--- config.mk ---
export PLATFORM = sky130hd
export DESIGN_NAME = display_bcd_scan
export DESIGN_NICKNAME = d
export VERILOG_FILES = /design/src/rtl/display_pkg.sv /design/src/rtl/bin2bcd_seq.sv /design/src/rtl/display_bcd_scan.sv
export SDC_FILE = /design/constraint.sdc
export NUM_CORES = 1
export LEC_CHECK = 0
export BUFFER_PORTS_ARGS = -buffer_cell sky130_fd_sc_hd__buf_2
export CAP_MARGIN = 20
export CORE_MARGIN = 3
export CORE_UTILIZATION = 50
export CTS_BUF_LIST = sky130_fd_sc_hd__clkbuf_8
export DETAILED_ROUTE_END_ITERATION = 6
export PLACE_DENSITY = 0.71
export SLEW_MARGIN = 5
export SYNTH_ARGS = -nofsm -noshare
export SYNTH_HDL_FRONTEND = slang
export SYNTH_HIERARCHICAL = 1
export SYNTH_SLANG_ARGS = --single-unit
--- constraint.sdc ---
create_clock -name clk -period 2.6 [get_ports clk]
set_clock_uncertainty 0.05 [all_clocks]
set_input_delay 0.26 -clock clk [delete_from_list [all_inputs] [get_ports clk]]
set_output_delay 0.26 -clock clk [all_outputs]
set_load 0.05 [all_outputs]
--- src/rtl/display_pkg.sv ---
// display_pkg
//   Shared definitions for the BCD display path: segment patterns
//   (active-low, bit order {g,f,e,d,c,b,a}), the converter FSM state
//   encoding, the fixed internal BCD width, and the digit decoder.
package display_pkg;

    // Ten BCD digits cover 2^32-1 = 4294967295.
    localparam int BCD_DIGITS = 10;

    localparam logic [6:0] SEG_0     = 7'b1000000;
    localparam logic [6:0] SEG_1     = 7'b1111001;
    localparam logic [6:0] SEG_2     = 7'b0100100;
    localparam logic [6:0] SEG_3     = 7'b0110000;
    localparam logic [6:0] SEG_4     = 7'b0011001;
    localparam logic [6:0] SEG_5     = 7'b0010010;
    localparam logic [6:0] SEG_6     = 7'b0000010;
    localparam logic [6:0] SEG_7     = 7'b1111000;
    localparam logic [6:0] SEG_8     = 7'b0000000;
    localparam logic [6:0] SEG_9     = 7'b0010000;
    localparam logic [6:0] SEG_DASH  = 7'b0111111;
    localparam logic [6:0] SEG_BLANK = 7'b1111111;

    typedef enum logic [1:0] {
        ST_IDLE    = 2'd0,
        ST_CONVERT = 2'd1,
        ST_DONE    = 2'd2
    } state_e;

    // BCD digit to segment pattern; codes 10..15 cannot occur in a valid
    // conversion result and show as blank.
    function automatic logic [6:0] seg_decode(input logic [3:0] digit);
        case (digit)
            4'd0:    return SEG_0;
            4'd1:    return SEG_1;
            4'd2:    return SEG_2;
            4'd3:    return SEG_3;
            4'd4:    return SEG_4;
            4'd5:    return SEG_5;
            4'd6:    return SEG_6;
            4'd7:    return SEG_7;
            4'd8:    return SEG_8;
            4'd9:    return SEG_9;
            default: return SEG_BLANK;
        endcase
    endfunction

endpackage

--- src/rtl/bin2bcd_seq.sv ---
// bin2bcd_seq
//   Sequential binary-to-BCD converter (shift-add-3). A conversion starts
//   whenever value_in differs from the last captured value and takes
//   BIN_WIDTH CONVERT cycles plus one DONE cycle.
// Ports:
//   clk, rst_n  clock, asynchronous active-low reset
//   value_in    binary value to convert
//   work_bcd    BCD work register; final result is valid while done=1
//   done        one-cycle pulse in the DONE state
//   busy        high in CONVERT and DONE
module bin2bcd_seq
    import display_pkg::*;
#(
    parameter int BIN_WIDTH = 32
) (
    input  logic                    clk,
    input  logic                    rst_n,
    input  logic [BIN_WIDTH-1:0]    value_in,
    output logic [4*BCD_DIGITS-1:0] work_bcd,
    output logic                    done,
    output logic                    busy
);

    localparam int CNT_W = $clog2(BIN_WIDTH + 1);

    state_e                  state_q;
    logic [BIN_WIDTH-1:0]    shadow_q;
    logic [BIN_WIDTH-1:0]    shift_q;
    logic [4*BCD_DIGITS-1:0] work_q;
    logic [CNT_W-1:0]        cnt_q;
    logic                    done_q;
    logic                    busy_q;

    logic [4*BCD_DIGITS-1:0] work_adj;
    logic [4*BCD_DIGITS-1:0] work_d;

    // Correct every digit >= 5 before the shift so that it carries into
    // the next digit once doubled.
    always_comb begin
        // NOTE: assign a default first so no path through the loop leaves
        // the signal unassigned, which would infer a latch.
        work_adj = work_q;
        for (int i = 0; i < BCD_DIGITS; i++) begin
            if (work_q[4*i +: 4] >= 4'd5) begin
                work_adj[4*i +: 4] = work_q[4*i +: 4] + 4'd3;
            end
        end
        // Left shift of {work, shift}: the MSB of shift enters digit 0.
        work_d = {work_adj[4*BCD_DIGITS-2:0], shift_q[BIN_WIDTH-1]};
    end

    always_ff @(posedge clk or negedge rst_n) begin
        if (!rst_n) begin
            state_q  <= ST_IDLE;
            shadow_q <= '0;
            shift_q  <= '0;
            work_q   <= '0;
            cnt_q    <= '0;
            done_q   <= 1'b0;
            busy_q   <= 1'b0;
        end else begin
            // NOTE: all state updates are non-blocking so every register
            // samples values from before this edge, independent of order.
            case (state_q)
                ST_IDLE: begin
                    if (value_in != shadow_q) begin
                        shadow_q <= value_in;
                        shift_q  <= value_in;
                        work_q   <= '0;
                        cnt_q    <= '0;
                        busy_q   <= 1'b1;
                        state_q  <= ST_CONVERT;
                    end
                end
                ST_CONVERT: begin
                    work_q  <= work_d;
                    shift_q <= shift_q << 1;
                    cnt_q   <= cnt_q + 1'b1;
                    if (cnt_q == CNT_W'(BIN_WIDTH - 1)) begin
                        done_q  <= 1'b1;
                        state_q <= ST_DONE;
                    end
                end
                ST_DONE: begin
                    done_q  <= 1'b0;
                    busy_q  <= 1'b0;
                    state_q <= ST_IDLE;
                end
                default: begin
                    done_q  <= 1'b0;
                    busy_q  <= 1'b0;
                    state_q <= ST_IDLE;
                end
            endcase
        end
    end

    assign work_bcd = work_q;
    assign done     = done_q;
    assign busy     = busy_q;

endmodule

--- src/rtl/display_bcd_scan.sv ---
// display_bcd_scan
//   Shows an unsigned binary value in decimal on a multiplexed, active-low
//   7-segment display. The value is converted sequentially; the result is
//   latched only when a conversion finishes, so partial results never
//   reach the display.
// Ports:
//   clk, rst_n  clock, asynchronous active-low reset
//   value_in    binary value to display
//   seg         segments {g,f,e,d,c,b,a}, active-low, registered
//   an          digit enables, active-low, exactly one low, registered
//   busy        conversion in progress
//   overflow    value needs more than NUM_DIGITS digits (shows dashes)
//   bcd_out     latched BCD result, digit 0 in bits [3:0]
module display_bcd_scan
    import display_pkg::*;
#(
    parameter int BIN_WIDTH  = 32,
    parameter int NUM_DIGITS = 8,
    parameter int SCAN_DIV   = 50000,
    parameter int BLANK_LZ   = 1
) (
    input  logic                    clk,
    input  logic                    rst_n,
    input  logic [BIN_WIDTH-1:0]    value_in,
    output logic [6:0]              seg,
    output logic [NUM_DIGITS-1:0]   an,
    output logic                    busy,
    output logic                    overflow,
    output logic [4*NUM_DIGITS-1:0] bcd_out
);

    localparam int SCAN_W = $clog2(SCAN_DIV + 1);
    localparam int IDX_W  = (NUM_DIGITS > 1) ? $clog2(NUM_DIGITS) : 1;

    logic [4*BCD_DIGITS-1:0] work_bcd;
    logic                    conv_done;

    bin2bcd_seq #(
        .BIN_WIDTH (BIN_WIDTH)
    ) u_bin2bcd (
        .clk      (clk),
        .rst_n    (rst_n),
        .value_in (value_in),
        .work_bcd (work_bcd),
        .done     (conv_done),
        .busy     (busy)
    );

    // Result latch and overflow flag.
    logic [4*NUM_DIGITS-1:0] disp_bcd_q;
    logic                    overflow_q;
    logic                    overflow_d;

    always_comb begin
        overflow_d = 1'b0;
        for (int i = 0; i < BCD_DIGITS; i++) begin
            if (i >= NUM_DIGITS && work_bcd[4*i +: 4] != 4'd0) begin
                overflow_d = 1'b1;
            end
        end
    end

    always_ff @(posedge clk or negedge rst_n) begin
        if (!rst_n) begin
            disp_bcd_q <= '0;
            overflow_q <= 1'b0;
        end else if (conv_done) begin
            disp_bcd_q <= work_bcd[4*NUM_DIGITS-1:0];
            overflow_q <= overflow_d;
        end
    end

    // Scan prescaler and digit index, free-running.
    logic [SCAN_W-1:0] presc_q;
    logic [IDX_W-1:0]  idx_q;

    always_ff @(posedge clk or negedge rst_n) begin
        if (!rst_n) begin
            presc_q <= '0;
            idx_q   <= '0;
        end else if (presc_q == SCAN_W'(SCAN_DIV - 1)) begin
            presc_q <= '0;
            idx_q   <= (idx_q == IDX_W'(NUM_DIGITS - 1)) ? '0 : idx_q + 1'b1;
        end else begin
            presc_q <= presc_q + 1'b1;
        end
    end

    // Digit select, leading-zero detection and segment decode.
    logic [3:0]            cur_digit;
    logic                  upper_zero;
    logic [6:0]            seg_d;
    logic [NUM_DIGITS-1:0] an_d;
    logic [6:0]            seg_q;
    logic [NUM_DIGITS-1:0] an_q;

    always_comb begin
        cur_digit  = 4'd0;
        upper_zero = 1'b1;
        an_d       = '1;
        for (int i = 0; i < NUM_DIGITS; i++) begin
            if (IDX_W'(i) == idx_q) begin
                cur_digit = disp_bcd_q[4*i +: 4];
                an_d[i]   = 1'b0;
            end
            // The selected digit and everything above it must be zero
            // for the digit to count as a leading zero.
            if (IDX_W'(i) >= idx_q && disp_bcd_q[4*i +: 4] != 4'd0) begin
                upper_zero = 1'b0;
            end
        end

        if (overflow_q) begin
            seg_d = SEG_DASH;
        end else if (BLANK_LZ != 0 && idx_q != '0 && upper_zero) begin
            seg_d = SEG_BLANK;
        end else begin
            seg_d = seg_decode(cur_digit);
        end
    end

    // Registered pin drivers; reset state selects digit 0 showing "0".
    always_ff @(posedge clk or negedge rst_n) begin
        if (!rst_n) begin
            seg_q <= SEG_0;
            an_q  <= {{(NUM_DIGITS-1){1'b1}}, 1'b0};
        end else begin
            seg_q <= seg_d;
            an_q  <= an_d;
        end
    end

    assign seg      = seg_q;
    assign an       = an_q;
    assign overflow = overflow_q;
    assign bcd_out  = disp_bcd_q;

endmodule

==> out/results.md, run 1 <==
| Result | This run |
| --- | --- |
| Power Internal | 0.00409 W |
| Number of buffers added for setup after CTS | 0 |
| Width of the die | 144 µm |
| Type of the tightest min-delay check | in2reg |
| Worst Setup End Kind | register |
| Start point of the worst hold path | value_in[28] |
| Drt first-iter violations | 589 |
| Synthesis-to-finish area growth | 11.8% |
| Die Area | 0.0208 mm² |
| Number of antenna repair diodes | 0 |
| Total via count after detailed routing | 7415 |
| Count of placed standard cells including taps | 1197 |
| First-pass DRT Iterations | 5 |
| GP Congestion | 0.903 |
| Tcrit/Tclk final | 0.913 |
| Register share of total power | 0.550 |
| Complex-gate fraction of the synthesized area | 0.202 |
| Worst setup slack after layout | 225 ps |
| Total placed instance area | 0.0103 mm² |
| Leading cell type by number of instances after synthesis | sky130_fd_sc_hd__dfrtp_1 |
| Clock transition at the registers of the reported paths | 100 ps |
| Largest family of logic cells by synthesized area | compound AO/OA/AOI/OAI gates |
| Net switching power figure | 0.00156 W |
| Met3 wire length | 1190 µm |
| Share of the synthesized area in the top cell type | 0.453 |
| Clock power frac | 0.316 |
| Min Tclk post-route | 2370 ps |
| Maximum number of pins on one net before global-route repair | 69 |
| Total length of routed met2 wires | 10300 µm |
| Post-synthesis cell area | 0.00955 mm² |
| Fraction of synthesized cell area in xor and xnor cells | 0.0605 |
| Clock tree root driver cell | sky130_fd_sc_hd__clkbuf_8 |
| Count of non-filler cells in the finished layout | 1229 |
| Setup TNS after final layout | 0 ps |
| Yosys top cell by area | sky130_fd_sc_hd__dfrtp_1 |
| Top post-synthesis cells by count | sky130_fd_sc_hd__dfrtp_1, sky130_fd_sc_hd__inv_1, sky130_fd_sc_hd__o21ai_0 |
| Share of cell area taken by muxes after synthesis | 0.0436 |
| RSZ-0062 raised after global routing | no |
| Share of layout cells above drive strength 1 | 0.222 |
| Leakage Power | 4.74 nW |
| Core Area | 0.0184 mm² |
| Post-Route M1 WL | 10600 µm |
| Placement Setup Slack | 169 ps |
| Crit Path Class | reg2reg |
| Comb power frac | 0.134 |
| Post-detailed-placement half-perimeter wirelength | 15200 µm |
| Top-level I/O count | 83 |
| Critical path data required time | 2960 ps |
| TritonCTS clock tree | done |
| Post-detailed-route count of antenna-violating nets | 0 |
| Grt ovf | 0 |
| Adder-cell share of the synthesized area | 0.0354 |
| H-tree lvl count | 4 |
| Cell area after layout | 0.0107 mm² |
| Worst Max-Slew Pin Slew | 651 ps |
| Leading cell types by total area after synthesis | sky130_fd_sc_hd__dfrtp_1, sky130_fd_sc_hd__xor2_1, sky130_fd_sc_hd__mux2_2, sky130_fd_sc_hd__ha_1, sky130_fd_sc_hd__a22o_1 |
| Total Nets Final | 1049 |
| Seq/Total Area, Yosys | 0.475 |
| Status | completed |
| Maximum capacitance violations | 0 |
| Critical-path maximum fanout | 17 |
| P per Cell Area | 529 mW/mm² |
| Final wirelength | 22500 µm |
| Final number of max-transition violations | 0 |
| Die boundary height | 144 µm |
| CP arrival | 2730 ps |
| Buffers added on ports | 82 |
| Largest buffer count on any clock path | 2 |
| Antenna violations before repair | 0 |
| Top flip-flop cell by instance count after synthesis | sky130_fd_sc_hd__dfrtp_1 |
| Worst-skew pair later-pin latency | 470 ps |
| Count of final hold-check violations | 0 |
| Number of unique standard cell types used by synthesis | 70 |
| Detailed-route DRC error count | 0 |
| Switching fraction of total power | 0.276 |
| Global-route wire length before repair | 37300 µm |
| Mapped Avg Cell Area | 10.5 µm² |
| Share of synthesized flip-flops with an asynchronous set or reset | 1.00 |
| Yosys Warn Count | 6 |
| Mean number of vias per cell | 6.03 |
| Number of global-route vias before repair | 7189 |
| Clock net sink count | 181 |
| Total clock buffers created by CTS | 17 |
| Number of enable flip-flop cells after synthesis | 0 |
| Post-layout power | 0.00565 W |
| Cell Rows | 49 |
| Largest vdd supply drop | 0.331 mV |
| Kind of start point of the critical path | register |
| Critical R2R Launch | u_bin2bcd/shadow_q[20] |
| Worst slew margin relative to its limit | 0.566 |
| Simple-gate area share of the yosys netlist | 0.129 |
| Net count after synthesis | 973 |
| Flip-flop and latch count after synthesis | 181 |
| Finish-stage setup viols | 0 |
| Average wire per cell in the routed design | 18.3 µm |
| Worst Setup SP | u_bin2bcd/shadow_q[20] |
| Synthesized netlist cell count | 912 |
| Top routing layer in use | met4 |
| GRT Util Overall | 0.223 |
| Starting Density | 0.519 |
| Achievable frequency | 0.421 GHz |
[layout by cell type (no fill, tap or decap), drive strengths merged, types with 5 or more instances in the layout]
| cell | count |
|---|---|
| o21ai | 70 |
| xor2 | 50 |
| nor3b | 5 |
| mux2 | 37 |
| nand2 | 42 |
| a21oi | 19 |
| nor2 | 28 |
| a21o | 12 |
| buf | 116 |
| a31o | 12 |
| nor2b | 18 |
| a22o | 38 |
| a22oi | 31 |
| a32o | 11 |
| xnor2 | 16 |
| nor3 | 13 |
| o311ai | 38 |
| and3 | 7 |
| inv | 66 |
| clkbuf | 21 |
| o211ai | 5 |
| nand2b | 11 |
| dfrtp | 173 |
| or3 | 12 |
| ha | 27 |
| dfstp | 8 |
| nor4 | 18 |
| and2 | 32 |
| nand3 | 15 |
[path summary, 6_finish.rpt]
kind                                          endpoint  slack [ps]  depth (start not counted)
worst max-delay path            u_bin2bcd/shadow_q[14]         230                          7
worst min-delay path            u_bin2bcd/shadow_q[28]          30                          2
worst max register to register  u_bin2bcd/shadow_q[14]         230                          7
worst min register to register              presc_q[0]         440                          1
max in group asynchronous                        an[1]        1430                          3
min in group asynchronous        u_bin2bcd/work_bcd[3]         320                          2
[layout make-up]
| type | instances | area, µm² |
|---|---|---|
| fillers | 1579 | 7710 |
| flip-flops and latches | 181 | 4540 |
| multi-input cells | 608 | 4520 |
| repair buffers | 117 | 732 |
| clock buffers | 21 | 289 |
| well taps | 229 | 287 |
| inverters | 63 | 236 |
| clock inverters | 10 | 73.8 |
[sequential cells by signal, indices dropped and copies added (netlist names)]
name / count
an: 8
bcd_out: 32
idx_q: 3
overflow: 1
presc_q: 16
seg: 7
u_bin2bcd/busy: 1
u_bin2bcd/cnt_q: 6
u_bin2bcd/done: 1
u_bin2bcd/shadow_q: 32
u_bin2bcd/shift_q: 32
u_bin2bcd/state_q: 2
u_bin2bcd/work_bcd: 40
[power by group through the flow]
stage	logic [W]	clock network (W)	registers, W
floorplan	0.000543	0	0.00310
global placement	0.000720	0	0.00315
detailed placement	0.000757	0	0.00315
CTS	0.000760	0.00183	0.00310
global route	0.000875	0.00195	0.00312
finish	0.000755	0.00179	0.00311
[critical path, cell delays in order, from the launching register on]
cell and delay (ps):
sky130_fd_sc_hd__dfrtp_1 410, sky130_fd_sc_hd__xor2_1 150, sky130_fd_sc_hd__nor4_1 440, sky130_fd_sc_hd__nand4_1 180
sky130_fd_sc_hd__buf_4 240, sky130_fd_sc_hd__o21ai_4 330, sky130_fd_sc_hd__buf_4 310, sky130_fd_sc_hd__a22o_1 180
[kinds of logic after synthesis]
| kind of cell | count (synthesis) |
|---|---|
| and+or+nand+nor | 218 |
| muxes | 37 |
| adders and majority gates | 27 |
| buffers and inverters | 123 |
| DFF | 181 |
| xor gates and xnor gates | 66 |
| AOI/OAI and AO/OA | 260 |
[layer usage]
layer,track usage,up-vias
met2,0.341,207
met4,0.0653,0
met1,0.324,3720
met5,0,-
met3,0.0470,36
li1,-,3452
[timing repair]
action | in CTS | in global routing
hold endpoints to repair | 64 | 0
resized for setup | 0 | 2
endpoints found under the setup margin | 0 | 2
hold buffers | 1 | 0
[per-stage QoR]
| stage | hold slack [ps] | utilization |
|---|---|---|
| final | 34.5 | 0.581 |
| after global routing | 14.6 | 0.581 |
| after CTS | 9.49 | 0.580 |
| after detailed placement | 273 | 0.560 |
| after global placement | 272 | 0.560 |
| after floorplan | -85.6 | - |
(Power assumes the default switching activity.)
==> inputs of run 2 (changes only) <==
- PLACE_DENSITY: 0.71 -> 0.69
- clock period: 2.6 -> 2.95 ns (I/O delays scaled with it)
==> out/results.md, run 2 (same netlist as run 1, synthesis figures left out) <==
| Result | This run | Change |
| --- | --- | --- |
| Tcrit/Tclk final | 0.898 | -0.0157 |
| Largest vdd supply drop | 0.292 mV | -12% |
| Final wirelength | 22300 µm | -0.62% |
| Total clock buffers created by CTS | 17 | unchanged |
| Clock transition at the registers of the reported paths | 100 ps | about the same |
| Starting Density | 0.519 | unchanged |
| Top routing layer in use | met4 |  |
| Mean number of vias per cell | 5.99 | -0.70% |
| Synthesis-to-finish area growth | 11.4% |  |
| Minimum hold slack | 40.4 ps | +5.94 ps |
| P per Cell Area | 481 mW/mm² | -9.1% |
| Finish-stage setup viols | 0 | unchanged |
| Maximum capacitance violations | 0 | unchanged |
| Min Tclk post-route | 2650 ps | +273 ps |
| Worst Setup End Kind | register |  |
| Achievable frequency | 0.378 GHz | -10% |
| Worst slew margin relative to its limit | 0.619 | +0.0527 |
| Post-detailed-placement half-perimeter wirelength | 15200 µm | -0.15% |
| Core occupancy in the finished layout | 0.579 | -0.00170 |
| CP arrival | 2950 ps | +220 ps |
| Type of the tightest min-delay check | in2reg |  |
| Share of layout cells above drive strength 1 | 0.211 | -0.0113 |
| Commonest non-fill, non-tap cell in the layout | sky130_fd_sc_hd__dfrtp_1 |  |
| TritonCTS clock tree | done |  |
| Maximum number of pins on one net before global-route repair | 61 | -12% |
| Grt ovf | 0 | unchanged |
| RSZ-0062 raised after global routing | no |  |
| Clock tree root driver cell | sky130_fd_sc_hd__clkbuf_8 |  |
| Post-detailed-route count of antenna-violating nets | 0 | unchanged |
| Max reg flops | 40 | unchanged |
| Critical-path cell list | inv_1 > ha_1 > buf_4 > a21oi_1 > o211a_2 > o22ai_4 > inv_1 > ha_1 > a21oi_1 > a311o_1 |  |
| Kind of start point of the critical path | register |  |
| Width of the die | 144 µm | unchanged |
| Detailed-route DRC error count | 0 | unchanged |
| Count of non-filler cells in the finished layout | 1221 | -0.65% |
| Number of global-route vias before repair | 7275 | +1.2% |
| Worst Max-Slew Pin Slew | 572 ps | -79.0 ps |
| Critical-path maximum fanout | 15 | -2 |
| Die boundary height | 144 µm | unchanged |
| Crit Path Class | reg2reg |  |
| Maximum single-stage delay on the critical path | 440 ps | about the same |
| Total Nets Final | 1040 | -0.86% |
| Antenna violations before repair | 0 | unchanged |
| Total via count after detailed routing | 7315 | -1.3% |
| Number of antenna repair diodes | 0 | unchanged |
| Cell Rows | 49 | unchanged |
| Core Area | 0.0184 mm² | unchanged |
| Average wire per cell in the routed design | 18.3 µm | about the same |
| Global-route wire length before repair | 37600 µm | +0.74% |
| Gates resized, CTS repair | 0 | unchanged |
| Final number of max-transition violations | 0 | unchanged |
| GP Congestion | 0.881 | -2.5% |
| Total length of routed met2 wires | 10500 µm | +2.2% |
| Die Area | 0.0208 mm² | unchanged |
| Count of final hold-check violations | 0 | unchanged |
| Worst-skew pair later-pin latency | 460 ps | about the same |
| Top-level I/O count | 83 | unchanged |
| Drt first-iter violations | 529 | -10% |
| Commonest cells after routing, fill and taps aside | sky130_fd_sc_hd__dfrtp_1, sky130_fd_sc_hd__buf_2, sky130_fd_sc_hd__inv_1, sky130_fd_sc_hd__o21ai_0, sky130_fd_sc_hd__xor2_1 |  |
| Leakage Power | 4.72 nW | -0.50% |
| Post-layout power | 0.00512 W | -9.3% |
| Largest buffer count on any clock path | 2 | unchanged |
| Status | completed |  |
| Buffers added on ports | 82 | unchanged |
| Slowest stage cell, crit path | sky130_fd_sc_hd__ha_1 |  |
| Count of placed standard cells including taps | 1188 | -0.75% |
| H-tree lvl count | 4 | unchanged |
| GRT Util Overall | 0.225 | +0.00163 |
| Critical path data required time | 3250 ps | +290 ps |
| Post-Route M1 WL | 10600 µm | -0.24% |
| First-pass DRT Iterations | 5 | unchanged |
| Setup TNS after final layout | 0 ps | unchanged |
| Met3 wire length | 988 µm | -17% |
| Clock net sink count | 181 | unchanged |
run 2: changes by cell type in the layout (fill, tap and decap cells not counted), sizes merged:
cell	change
clkinvlp	+1
clkbuf	-4
inv	+2
buf	-9
bufinv	+3
clkinv	-1
run 2: final timing paths:
kind	from	endpoint	slack, ps	depth (start not counted)
worst max-delay path	idx_q[0]	seg[3]	300	10
worst min-delay path	value_in[31]	u_bin2bcd/shadow_q[31]	40	2
worst max register to register	idx_q[0]	seg[3]	300	10
worst min register to register	presc_q[0]	presc_q[0]	430	1
max in group asynchronous	rst_n	an[5]	1810	3
min in group asynchronous	rst_n	presc_q[13]	290	2
run 2: critical path, delay by kind of cell, from the launching register on:
| kind | cells | cell delay [ps] |
|---|---|---|
| buf+inv | 3 | 460 |
| flops | 1 | 380 |
| compound gates | 5 | 910 |
| fa+ha+maj | 2 | 740 |
run 2: layout make-up:
cell class	instances	area [µm²]
Fill cell	1584	7740
Clock buffer	17	234
Inverter	63	236
Sequential cell	181	4540
Tap cell	229	287
Clock inverter	15	166
Multi-Input combinational cell	608	4510
Timing Repair Buffer	108	677
run 2: where the power goes:
group          total (W)  switching (W)  internal, W
clock            0.00173       0.000903     0.000830
combinational   0.000656       0.000322     0.000334
sequential       0.00273       0.000134      0.00260
run 2: repair_timing:
item,in CTS,in global routing
hold buffers,1,0
setup buffers,0,0
hold endpoints to repair,45,0
run 2: through the flow:
stage	setup WS, ps	cell area (µm²)
4_1_cts	326	10600
5_1_grt	45.8	10600
3_5_place_dp	326	10200
3_3_place_gp	363	10200
2_1_floorplan	377	9550
6_report	302	10600
run 2: metal layers:
layer / vias up / global-route usage
li1: 3452 / -
met5: - / 0
met2: 201 / 0.356
met3: 27 / 0.0437
met1: 3635 / 0.324
met4: 0 / 0.0525
